==> src/rtl/exec_pipe_if.sv <==
// Decode/memory/fetch-facing bus of the execute stage.
// master = decode + data memory + fetch side; slave = exec_pipe_stage.
interface exec_pipe_if #(
  parameter int WIDTH    = 32,
  parameter int NUM_REGS = 16,
  parameter int ADDR_W   = 5
);
  localparam int SEL_W = $clog2(NUM_REGS);

  logic              in_valid;
  logic              in_ready;
  logic [4:0]        uop;
  logic              num_to_rhs;
  logic [WIDTH-1:0]  num;
  logic [SEL_W-1:0]  sel_p0;
  logic [SEL_W-1:0]  sel_p1;
  logic [SEL_W-1:0]  sel_in;
  logic [3:0]        branch_cond;
  logic              mem_req;
  logic              mem_we;
  logic [ADDR_W-1:0] mem_addr;
  logic [WIDTH-1:0]  mem_wdata;
  logic              mem_ack;
  logic [WIDTH-1:0]  mem_rdata;
  logic              mem_err;
  logic              branch_taken;
  logic [WIDTH-1:0]  branch_offset;
  logic [3:0]        flags;

  modport master (
    output in_valid, uop, num_to_rhs, num, sel_p0, sel_p1, sel_in, branch_cond,
           mem_ack, mem_rdata,
    input  in_ready, mem_req, mem_we, mem_addr, mem_wdata, mem_err,
           branch_taken, branch_offset, flags
  );

  modport slave (
    input  in_valid, uop, num_to_rhs, num, sel_p0, sel_p1, sel_in, branch_cond,
           mem_ack, mem_rdata,
    output in_ready, mem_req, mem_we, mem_addr, mem_wdata, mem_err,
           branch_taken, branch_offset, flags
  );
endinterface

==> src/rtl/exec_pipe_stage.sv <==
// CPU execute stage: register file, NZCV, ALU, branch evaluation, stalling memory port.
// Optional GPIO write uop enabled by defining EXEC_GPIO_EN (adds gpio_state output).
module exec_pipe_stage #(
  parameter int WIDTH         = 32,
  parameter int NUM_REGS      = 16,
  parameter int ADDR_W        = 5,
  parameter int SHADOW_CYCLES = 1,
  parameter int MEM_TIMEOUT   = 15
) (
  input  logic             clk,
  input  logic             rst,
  exec_pipe_if.slave       pipe
`ifdef EXEC_GPIO_EN
  ,
  output logic [WIDTH-1:0] gpio_state
`endif
);
  localparam int SEL_W = $clog2(NUM_REGS);
  localparam int SA_W  = $clog2(WIDTH);
  localparam int SH_W  = (SHADOW_CYCLES > 0) ? $clog2(SHADOW_CYCLES + 1) : 1;
  localparam int TMO_W = $clog2(MEM_TIMEOUT + 1);

  localparam logic [4:0] UOP_MOV = 5'd1;
  localparam logic [4:0] UOP_ADD = 5'd2;
  localparam logic [4:0] UOP_SUB = 5'd3;
  localparam logic [4:0] UOP_AND = 5'd4;
  localparam logic [4:0] UOP_ORR = 5'd5;
  localparam logic [4:0] UOP_EOR = 5'd6;
  localparam logic [4:0] UOP_CMP = 5'd7;
  localparam logic [4:0] UOP_LSL = 5'd8;
  localparam logic [4:0] UOP_LSR = 5'd9;
  localparam logic [4:0] UOP_LDR = 5'd10;
  localparam logic [4:0] UOP_STR = 5'd11;
  localparam logic [4:0] UOP_B   = 5'd12;
`ifdef EXEC_GPIO_EN
  localparam logic [4:0] UOP_GPIO = 5'd13;
`endif

  typedef enum logic [1:0] {ST_RUN, ST_MEM_WAIT, ST_SHADOW} state_t;

  typedef struct packed {
    logic [WIDTH-1:0] res;
    logic [3:0]       nzcv;
    logic             wr;
  } alu_t;

  // Uops that are not ALU ops return wr=0 and the incoming flags untouched.
  function automatic alu_t alu_exec(input logic [4:0]       op,
                                    input logic [WIDTH-1:0] lhs,
                                    input logic [WIDTH-1:0] rhs,
                                    input logic [WIDTH-1:0] sum,
                                    input logic [3:0]       nzcv_in);
    logic [WIDTH:0]          diff;
    logic signed [WIDTH-1:0] lhs_s;
    logic signed [WIDTH-1:0] rhs_s;
    logic signed [WIDTH-1:0] sum_s;
    logic signed [WIDTH-1:0] diff_s;
    alu_t                    r;
    diff   = {1'b0, lhs} - {1'b0, rhs};
    lhs_s  = lhs;
    rhs_s  = rhs;
    sum_s  = sum;
    diff_s = diff[WIDTH-1:0];
    r      = '0;
    r.nzcv = nzcv_in;
    case (op)
      UOP_MOV: begin r.res = rhs; r.wr = 1'b1; end
      UOP_ADD: begin
        r.res  = sum;
        r.wr   = 1'b1;
        r.nzcv = {sum_s < 0, sum == '0, sum < lhs,
                  ((lhs_s < 0) == (rhs_s < 0)) && ((sum_s < 0) != (lhs_s < 0))};
      end
      UOP_SUB, UOP_CMP: begin
        r.res  = diff[WIDTH-1:0];
        r.wr   = (op == UOP_SUB);
        r.nzcv = {diff_s < 0, diff[WIDTH-1:0] == '0, ~diff[WIDTH],
                  ((lhs_s < 0) != (rhs_s < 0)) && ((diff_s < 0) != (lhs_s < 0))};
      end
      UOP_AND: begin r.res = lhs & rhs; r.wr = 1'b1; end
      UOP_ORR: begin r.res = lhs | rhs; r.wr = 1'b1; end
      UOP_EOR: begin r.res = lhs ^ rhs; r.wr = 1'b1; end
      UOP_LSL: begin r.res = lhs << rhs[SA_W-1:0]; r.wr = 1'b1; end
      UOP_LSR: begin r.res = lhs >> rhs[SA_W-1:0]; r.wr = 1'b1; end
      default: ;
    endcase
    return r;
  endfunction

  function automatic logic cond_pass(input logic [3:0] cond, input logic [3:0] nzcv);
    logic n, z, c, v;
    {n, z, c, v} = nzcv;
    case (cond)
      4'h0:    return z;
      4'h1:    return !z;
      4'h2:    return c;
      4'h3:    return !c;
      4'h4:    return n;
      4'h5:    return !n;
      4'h6:    return v;
      4'h7:    return !v;
      4'h8:    return c && !z;
      4'h9:    return !c || z;
      4'hA:    return n == v;
      4'hB:    return n != v;
      4'hC:    return !z && (n == v);
      4'hD:    return z || (n != v);
      4'hE:    return 1'b1;
      default: return 1'b0;
    endcase
  endfunction

  state_t            state_q, state_d;
  logic [WIDTH-1:0]  regs_q [NUM_REGS];
  logic [WIDTH-1:0]  regs_d [NUM_REGS];
  logic [3:0]        flags_q, flags_d;
  logic              mem_req_q, mem_req_d;
  logic              mem_we_q, mem_we_d;
  logic [ADDR_W-1:0] mem_addr_q, mem_addr_d;
  logic [WIDTH-1:0]  mem_wdata_q, mem_wdata_d;
  logic              mem_err_q, mem_err_d;
  logic              br_taken_q, br_taken_d;
  logic [WIDTH-1:0]  br_off_q, br_off_d;
  logic [SH_W-1:0]   shadow_q, shadow_d;
  logic [TMO_W-1:0]  tmo_q, tmo_d;
  logic [SEL_W-1:0]  ld_dst_q, ld_dst_d;
`ifdef EXEC_GPIO_EN
  logic [WIDTH-1:0]  gpio_q, gpio_d;
`endif

  logic [WIDTH-1:0]  lhs, rhs, sum;
  logic              in_ready;
  alu_t              alu_r;

  assign in_ready = (state_q != ST_MEM_WAIT);
  assign lhs      = regs_q[pipe.sel_p1];
  assign rhs      = pipe.num_to_rhs ? pipe.num : regs_q[pipe.sel_p0];
  assign sum      = lhs + rhs;
  assign alu_r    = alu_exec(pipe.uop, lhs, rhs, sum, flags_q);

  always_comb begin
    state_d     = state_q;
    regs_d      = regs_q;
    flags_d     = flags_q;
    mem_req_d   = mem_req_q;
    mem_we_d    = mem_we_q;
    mem_addr_d  = mem_addr_q;
    mem_wdata_d = mem_wdata_q;
    mem_err_d   = 1'b0;
    br_taken_d  = 1'b0;
    br_off_d    = '0;
    shadow_d    = shadow_q;
    tmo_d       = tmo_q;
    ld_dst_d    = ld_dst_q;
`ifdef EXEC_GPIO_EN
    gpio_d      = gpio_q;
`endif
    case (state_q)
      ST_RUN: begin
        if (pipe.in_valid) begin
          if (alu_r.wr) regs_d[pipe.sel_in] = alu_r.res;
          flags_d = alu_r.nzcv;
          case (pipe.uop)
            UOP_LDR, UOP_STR: begin
              mem_req_d   = 1'b1;
              mem_we_d    = (pipe.uop == UOP_STR);
              mem_addr_d  = sum[ADDR_W-1:0];
              mem_wdata_d = regs_q[pipe.sel_p0];
              ld_dst_d    = pipe.sel_in;
              tmo_d       = '0;
              state_d     = ST_MEM_WAIT;
            end
            UOP_B: begin
              if (cond_pass(pipe.branch_cond, flags_q)) begin
                br_taken_d = 1'b1;
                br_off_d   = pipe.num;
                if (SHADOW_CYCLES > 0) begin
                  shadow_d = SH_W'(SHADOW_CYCLES);
                  state_d  = ST_SHADOW;
                end
              end
            end
`ifdef EXEC_GPIO_EN
            UOP_GPIO: begin
              if (sum == '0) gpio_d = regs_q[pipe.sel_p0];
            end
`endif
            default: ;
          endcase
        end
      end
      // An ack on the final wait cycle still completes the access.
      ST_MEM_WAIT: begin
        if (pipe.mem_ack) begin
          if (!mem_we_q) regs_d[ld_dst_q] = pipe.mem_rdata;
          mem_req_d = 1'b0;
          mem_we_d  = 1'b0;
          tmo_d     = '0;
          state_d   = ST_RUN;
        end else if (tmo_q == TMO_W'(MEM_TIMEOUT - 1)) begin
          mem_err_d = 1'b1;
          mem_req_d = 1'b0;
          mem_we_d  = 1'b0;
          tmo_d     = '0;
          state_d   = ST_RUN;
        end else begin
          tmo_d = tmo_q + TMO_W'(1);
        end
      end
      ST_SHADOW: begin
        if (pipe.in_valid) begin
          if (shadow_q <= SH_W'(1)) begin
            shadow_d = '0;
            state_d  = ST_RUN;
          end else begin
            shadow_d = shadow_q - SH_W'(1);
          end
        end
      end
      default: state_d = ST_RUN;
    endcase
  end

  always_ff @(posedge clk or posedge rst) begin
    if (rst) begin
      state_q     <= ST_RUN;
      for (int i = 0; i < NUM_REGS; i++) regs_q[i] <= '0;
      flags_q     <= '0;
      mem_req_q   <= 1'b0;
      mem_we_q    <= 1'b0;
      mem_addr_q  <= '0;
      mem_wdata_q <= '0;
      mem_err_q   <= 1'b0;
      br_taken_q  <= 1'b0;
      br_off_q    <= '0;
      shadow_q    <= '0;
      tmo_q       <= '0;
      ld_dst_q    <= '0;
`ifdef EXEC_GPIO_EN
      gpio_q      <= '0;
`endif
    end else begin
      state_q     <= state_d;
      regs_q      <= regs_d;
      flags_q     <= flags_d;
      mem_req_q   <= mem_req_d;
      mem_we_q    <= mem_we_d;
      mem_addr_q  <= mem_addr_d;
      mem_wdata_q <= mem_wdata_d;
      mem_err_q   <= mem_err_d;
      br_taken_q  <= br_taken_d;
      br_off_q    <= br_off_d;
      shadow_q    <= shadow_d;
      tmo_q       <= tmo_d;
      ld_dst_q    <= ld_dst_d;
`ifdef EXEC_GPIO_EN
      gpio_q      <= gpio_d;
`endif
    end
  end

  assign pipe.in_ready      = in_ready;
  assign pipe.mem_req       = mem_req_q;
  assign pipe.mem_we        = mem_we_q;
  assign pipe.mem_addr      = mem_addr_q;
  assign pipe.mem_wdata     = mem_wdata_q;
  assign pipe.mem_err       = mem_err_q;
  assign pipe.branch_taken  = br_taken_q;
  assign pipe.branch_offset = br_off_q;
  assign pipe.flags         = flags_q;
`ifdef EXEC_GPIO_EN
  assign gpio_state         = gpio_q;
`endif
endmodule

==> src/flat_wrapper.sv <==
// flat-port wrapper written by rule: the top's interface ports become plain ports
module exec_pipe_stage_flat 
#(
  parameter int WIDTH         = 32,
  parameter int NUM_REGS      = 16,
  parameter int ADDR_W        = 5,
  parameter int SHADOW_CYCLES = 1,
  parameter int MEM_TIMEOUT   = 15
)
  (clk, rst, pipe_in_valid, pipe_uop, pipe_num_to_rhs, pipe_num, pipe_sel_p0, pipe_sel_p1, pipe_sel_in, pipe_branch_cond, pipe_mem_ack, pipe_mem_rdata, pipe_in_ready, pipe_mem_req, pipe_mem_we, pipe_mem_addr, pipe_mem_wdata, pipe_mem_err, pipe_branch_taken, pipe_branch_offset, pipe_flags);
  exec_pipe_if #(.WIDTH(WIDTH), .NUM_REGS(NUM_REGS), .ADDR_W(ADDR_W)) pipe_i ();
  input  logic clk;
  input  logic rst;
  input wire logic [$bits(pipe_i.in_valid)-1:0] pipe_in_valid;
  input wire logic [$bits(pipe_i.uop)-1:0] pipe_uop;
  input wire logic [$bits(pipe_i.num_to_rhs)-1:0] pipe_num_to_rhs;
  input wire logic [$bits(pipe_i.num)-1:0] pipe_num;
  input wire logic [$bits(pipe_i.sel_p0)-1:0] pipe_sel_p0;
  input wire logic [$bits(pipe_i.sel_p1)-1:0] pipe_sel_p1;
  input wire logic [$bits(pipe_i.sel_in)-1:0] pipe_sel_in;
  input wire logic [$bits(pipe_i.branch_cond)-1:0] pipe_branch_cond;
  input wire logic [$bits(pipe_i.mem_ack)-1:0] pipe_mem_ack;
  input wire logic [$bits(pipe_i.mem_rdata)-1:0] pipe_mem_rdata;
  output wire logic [$bits(pipe_i.in_ready)-1:0] pipe_in_ready;
  output wire logic [$bits(pipe_i.mem_req)-1:0] pipe_mem_req;
  output wire logic [$bits(pipe_i.mem_we)-1:0] pipe_mem_we;
  output wire logic [$bits(pipe_i.mem_addr)-1:0] pipe_mem_addr;
  output wire logic [$bits(pipe_i.mem_wdata)-1:0] pipe_mem_wdata;
  output wire logic [$bits(pipe_i.mem_err)-1:0] pipe_mem_err;
  output wire logic [$bits(pipe_i.branch_taken)-1:0] pipe_branch_taken;
  output wire logic [$bits(pipe_i.branch_offset)-1:0] pipe_branch_offset;
  output wire logic [$bits(pipe_i.flags)-1:0] pipe_flags;
  assign pipe_i.in_valid = pipe_in_valid;
  assign pipe_i.uop = pipe_uop;
  assign pipe_i.num_to_rhs = pipe_num_to_rhs;
  assign pipe_i.num = pipe_num;
  assign pipe_i.sel_p0 = pipe_sel_p0;
  assign pipe_i.sel_p1 = pipe_sel_p1;
  assign pipe_i.sel_in = pipe_sel_in;
  assign pipe_i.branch_cond = pipe_branch_cond;
  assign pipe_i.mem_ack = pipe_mem_ack;
  assign pipe_i.mem_rdata = pipe_mem_rdata;
  assign pipe_in_ready = pipe_i.in_ready;
  assign pipe_mem_req = pipe_i.mem_req;
  assign pipe_mem_we = pipe_i.mem_we;
  assign pipe_mem_addr = pipe_i.mem_addr;
  assign pipe_mem_wdata = pipe_i.mem_wdata;
  assign pipe_mem_err = pipe_i.mem_err;
  assign pipe_branch_taken = pipe_i.branch_taken;
  assign pipe_branch_offset = pipe_i.branch_offset;
  assign pipe_flags = pipe_i.flags;
  exec_pipe_stage #(.WIDTH(WIDTH), .NUM_REGS(NUM_REGS), .ADDR_W(ADDR_W), .SHADOW_CYCLES(SHADOW_CYCLES), .MEM_TIMEOUT(MEM_TIMEOUT)) u_core (.clk(clk), .rst(rst), .pipe(pipe_i));
endmodule
==> config.mk <==
export PLATFORM = sky130hd
export DESIGN_NAME = exec_pipe_stage_flat
export DESIGN_NICKNAME = d
export VERILOG_FILES = /design/src/rtl/exec_pipe_if.sv /design/src/rtl/exec_pipe_stage.sv /design/src/flat_wrapper.sv
export SDC_FILE = /design/constraint.sdc
export NUM_CORES = 2
export LEC_CHECK = 0
export CAP_MARGIN = 15
export CORE_MARGIN = 2
export CORE_UTILIZATION = 35
export CTS_CLUSTER_DIAMETER = 120
export DETAILED_ROUTE_END_ITERATION = 8
export PLACE_DENSITY_LB_ADDON = 0.2
export SLEW_MARGIN = 10
export SYNTH_ARGS = -nofsm -noshare
export SYNTH_HDL_FRONTEND = slang
export SYNTH_SLANG_ARGS = --single-unit
export TNS_END_PERCENT = 1
==> constraint.sdc <==
create_clock -name clk -period 24.8 [get_ports clk]
set_input_delay 3.72 -clock clk [delete_from_list [all_inputs] [get_ports clk]]
set_output_delay 3.72 -clock clk [all_outputs]
set_load 0.02 [all_outputs]
# Yosys cells after proc, flatten, opt, wreduce, memory -nomap -nowiden
# Cells that the tools add are included.
# classes
n_mux,63
reduce_logical,29
order_cmp,12
n_eq_ne,48
add_sub_neg,4
n_bitwise,8
shift,2
# ops
operator,count
512-bit 2-to-1 mux,4
512-bit bitwise mux,2
512-bit case mux with 2 select lines,1
32-bit 2-to-1 mux,11
32-bit binary-select mux with 4-bit select,2
32-bit demux with 4-bit select,2
32-bit case mux with 8 select lines,1
"32-bit by 1-bit less-than comparator with 1-bit output, second input constant",4
32-bit logical NOT,2
32-bit by 32-bit subtractor with 33-bit output,1
32-bit adder,1
32-bit bitwise AND,1
"4-bit equality test, second input constant",8
32-bit less-than comparator,1
32-bit bitwise OR,1
32-bit by 5-bit left shift with 32-bit output,1
32-bit by 5-bit >> shifter with 32-bit output,1
32-bit XOR,1
"5-bit by 4-bit equality test with 1-bit output, second input constant",5
1-bit 2-to-1 mux,21
"5-bit by 3-bit equality test with 1-bit output, second input constant",4
"5-bit greater-or-equal comparator, second input constant",4
4-bit NOT with 5-bit output,4
"4-bit by 3-bit equality test with 1-bit output, second input constant",4
36 further kinds,79
# totals
output_inout_bits,78
inputBits,90
word_cells,194
ff_bits,600

# Longest topological paths before layout
# logic_depth
depth_word,11
mapped_depth,33
ltp_nobuf,27

# Worst setup path before layout
# OpenSTA, ideal clock, no wires.
# synth_path
path_type,input -> register
from,input pipe_sel_p0[1]
to,"register u_core.flags_q[1], in the netlist u_core.pipe.flags[1]"
stages,29
setup_ns,0.065
arrival_ns,9.443
required_ns,24.735
slack_ns,15.292
cell_sequence,clkbuf_1 buf_2 buf_1 clkbuf_1 mux4_2 mux4_2 nand2_1 nand2_1 inv_1 ha_1 clkbuf_1 or3_1 a211o_1 a211o_1 a211o_1 a21o_1 a21oi_1 xnor2_1 ha_1 a21oi_1 nor2b_1 o21ai_0 nand2b_1 a21oi_1 o21ai_0 a31oi_1 o21ai_0 o221ai_1 o21a_1
# synth_between
elab_chain_cells,8
word_cells_on_any_way,10
classes_between,add/sub (2); order compare (1); mux (5); bitwise (2)
# synth_lines
item,line_no,source
start: declaration,flat_wrapper.sv:18,input wire logic [$bits(pipe_i.sel_p0)-1:0] pipe_sel_p0;
4-bit NOT with 5-bit output (implied by the code) *,exec_pipe_stage.sv:137,assign rhs = pipe.num_to_rhs ? pipe.num : regs_q[pipe.sel_p0];
32-bit binary-select mux with 4-bit select *,exec_pipe_stage.sv:137,
32-bit 2-to-1 mux (implied by the code) * (2 in series),exec_pipe_stage.sv:137,
32-bit 2-to-1 mux *,exec_pipe_stage.sv:137,
32-bit adder / 32-bit by 32-bit subtractor with 33-bit output (equally long branches),"exec_pipe_stage.sv:138, exec_pipe_stage.sv:59",
32-bit less-than comparator / 1-bit NOT (equally long branches),"exec_pipe_stage.sv:71, exec_pipe_stage.sv:77",
4-bit case mux with 2 select lines *,exec_pipe_stage.sv:66,case (op)
end signal: assignment,exec_pipe_stage.sv:245,flags_q <= flags_d;
end: declaration,exec_pipe_stage.sv:116,"logic [3:0] flags_q, flags_d;"
# Mark *: on every way between the ends. The rest lies on a longest branch, timed or not. The select of a mux whose other input is x is not followed.
# A chain may end at the register's enable or synchronous reset.

# Worst setup path after layout
# layout_path
from,input pipe_sel_p1[0]
to,"register u_core.flags_q[1], in the netlist u_core.pipe.flags[1]"
# layout_between
elab_chain_cells,7
word_cells_on_any_way,9
classes_between,add/sub (2); order compare (1); mux (4); bitwise (2)
# layout_lines
item,line_no,source
start: declaration,flat_wrapper.sv:19,input wire logic [$bits(pipe_i.sel_p1)-1:0] pipe_sel_p1;
4-bit NOT with 5-bit output (implied by the code) *,exec_pipe_stage.sv:136,assign lhs = regs_q[pipe.sel_p1];
32-bit binary-select mux with 4-bit select *,exec_pipe_stage.sv:136,
32-bit 2-to-1 mux (implied by the code) * (2 in series),exec_pipe_stage.sv:136,
32-bit adder / 32-bit by 32-bit subtractor with 33-bit output (equally long branches),"exec_pipe_stage.sv:138, exec_pipe_stage.sv:59",
32-bit less-than comparator / 1-bit NOT (equally long branches),"exec_pipe_stage.sv:71, exec_pipe_stage.sv:77",
4-bit case mux with 2 select lines *,exec_pipe_stage.sv:66,
# Marks and branches as above.

==> metrics.md <==
| Metric | Value |
|---|---|
| Mapped cell area | about 0.043 sq mm |
| Initial core utilization | 0.352 |
| Post-DP HPWL | 128 mm |
| Global-route wire length before repair | 291 mm |
| Number of synthesized flops with an enable pin | 0 |
| Critical Path Start Type | primary input |
| Final critical-path setup slack | 13.92 ns |
| Ranking of synthesized cells by area | dfrtp_1, o21ai_0, mux4_2 |
| Yosys reg bits | 599 |
| Wire length after detailed routing | ~200 mm |
| Critical Path Sink Type | register |
| # H-tree levels | 3 |
| Peak supply drop | roughly 0.056 mV |
| Die width | around 360 um |
| CTS tree | built |
| Register area share after synthesis | 0.346 |
| Worst hold path class | register to register |
| Root buf cell | clkbuf_16 |
| Critical path class | primary input to register |
| IO Port Bufs | 167 |
| WP buf/inv | 4 |
| FFs w/ async S/R, synth | 1.00 |
| Synth Net Count | 4,864 |
| Setup Fix Bufs, Post-CTS | 0 |
| Final GP Congestion | 1.06 |
| Cells after Synth | 4,643 |
| CTS buffer count | 72 |
| Drt via density | ~6.7 |
| Max-Slew Margin vs Limit | 0.135 |
| Die area | 0.127 sq mm |
| Drt pass-1 iters | 8 |
| 1st-iter DRT viols | 5,322 |
| Min Tclk post-route | 10.88 ns |
| Share of layout cells above drive strength 1 | 0.150 |
| FP Rows | 129 |
| GRT Util Overall | 0.314 |
| Fmax achieved | 91.9 MHz |
| Vias | 41,800 |
| Yosys top cell by area | dfrtp_1 |
| Post-CTS Hold Buffers | 0 |
| Area growth, synth to finish | 11.8% |
| WL per Instance | ~33 um |
| Highest-delay cell along the critical path | buf_4 |
| CP peak stage delay | roughly 0.86 ns |
| Setup_tns | 0 ns |
| Max-Cap Viols | 0 |
| Synthesis Warnings | 0 |
| Top delay family on crit path | buffers and inverters |
| Core ar. | between 0.1 and 0.15 sq mm |
| Static Leakage | about 19 nW |
| Vias in the first global route | 39,700 |
| # DRC | 0 |
| Top-area cell type share of the netlist area | 0.346 |
| Largest net degree at the start of global routing | 155 |
| Worst path required time | 25.36 ns |
| Most frequent cells after synthesis | o21ai_0, dfrtp_1, clkbuf_1, nand2_1, mux4_2 |
| Worst-Margin Slew | 1.29 ns |
| Final Hold Fails | 0 |
| Count leader, synth | o21ai_0 |
| Die H | 356 um |
| Fin crit share | 0.439 |
| Worst Skew | between 0.04 and 0.05 ns |
| GR Overflow Total | 0 |
| CTS max path bufs | 3 |
| RSZ-0062 raised after global routing | false |
| Pre-CTS WS | around 13 ns |
| Power Density | 99.5 mW/mm^2 |
| Cell variety after synth | 96 |
| Clock sinks | 599 |
| Crit-path max FO | 46 |
| Syn_area_per_cell | 9.34 sq um |
| CP arrival | 11.44 ns |
| Crit path cell chain | buf_8 > buf_4 > buf_4 > mux4_2 > mux4_2 > ha_1 > or3_1 > a211o_1 > a211o_1 > a2111oi_0 > o21ai_0 > nand4b_1 > o21ai_0 > nor2_1 > inv_1 > ha_1 > nand3_1 > nor2_1 > nand2_1 > nor4_1 > o221ai_1 > o21a_1 |
| Top-Level Pins | 168 |
| Final Setup Violations | 0 |
| Clock transition at path regs | 0.06 ns |
| Max-slew violation count | 0 |
| Nets@finish | 4,771 |
| Post-CTS resize count | 0 |
| Antenna Violating Nets Remaining | 0 |
| Worst-Skew Late Latency | 0.67 ns |
| Outcome | complete, no violations |
| Antenna violations before repair | 7 |
| Ys flop type | dfrtp_1 |
==> registers in the layout, summed over array words and instances (netlist names), 2 cells and up <==
register                   flops
u_core.pipe.flags              4
u_core.state_q                 2
u_core.pipe.mem_addr           5
u_core.ld_dst_q                4
u_core.regs_q                512
u_core.pipe.mem_wdata         32
u_core.tmo_q                   4
u_core.pipe.branch_offset     32
==> path summary, 6_finish.rpt <==
kind	start	to	slack, ns	cells past startpoint
min reg2reg	u_core.pipe.mem_wdata[2]	u_core.pipe.mem_wdata[2]	0.48	1
min	u_core.pipe.mem_wdata[2]	u_core.pipe.mem_wdata[2]	0.48	1
max in group asynchronous	rst	u_core.regs_q[117]	18.13	5
max reg2reg	u_core.regs_q[256]	u_core.pipe.flags[1]	17.72	27
max	pipe_sel_p1[0]	u_core.pipe.flags[1]	13.92	22
min in group asynchronous	rst	u_core.regs_q[134]	3.58	2
==> area by class of cell <==
cell class              instances  area (sq um)
fillers                     12200         74800
multi-input cells            3477         26100
flip-flops and latches        599         15000
repair buffers                285          2570
clock buffers                 105          2110
well taps                    1637          2050
inverters                     115           442
clock inverters                21           280
diodes                          4          10.0
==> power by group <==
group	switching (mW)	internal (mW)
sequential	0.223	1.25
combinational	1.37	0.867
clock	0.459	0.651
==> stage by stage <==
| stage | hold WS [ns] | instances | power (mW) | utilization | area, sq um |
|---|---|---|---|---|---|
| final | 0.477 | 6243 | 4.82 | 0.393 | 48500 |
| after global routing | 0.506 | 6239 | 5.06 | 0.393 | 48500 |
| after CTS | 0.482 | 6237 | 4.77 | 0.393 | 48500 |
| after detailed placement | 0.469 | 6111 | 3.65 | 0.374 | 46100 |
| after global placement | 0.461 | 6111 | 3.64 | 0.374 | 46100 |
| after floorplan | 0.441 | 4643 | 2.88 | - | 43400 |
==> metal layers <==
layer	wire [um]	vias up	track usage
met3	20000	589	0.0671
met5	253	-	0.0143
met1	80900	21300	0.419
li1	-	17200	-
met4	11400	2	0.158
met2	90500	2690	0.479
==> cells by family (layout without fill, tap and decap cells) <==
logic type,count (synthesis),after routing,synth area share
mux,461,461,0.197
fa+ha+maj,131,131,0.0381
xor+xnor,58,58,0.0117
compound gates,2096,2096,0.270
flops,599,599,0.346
simple gates,731,731,0.0781
buf+inv,567,526,0.0597
other cells,0,4,0
==> cells in the final DEF, fill, tap and decap left out, types with 27 or more instances in the layout <==
cell type / n
o21ai_0: 1543
dfrtp_1: 599
mux4_2: 288
nand2_1: 268
nor2_1: 159
clkdlybuf4s50_1: 157
a21oi_1: 134
ha_1: 129
buf_4: 118
mux2i_1: 112
inv_1: 103
clkbuf_16: 74
o21ai_1: 51
xnor2_1: 51
a22oi_1: 50
and2_1: 45
mux2_2: 44
o22ai_1: 42
nand3_1: 38
nor3_1: 35
o211ai_1: 30
a31oi_1: 27
a211oi_1: 27
Note: power is estimated with default switching activity, not from simulation.
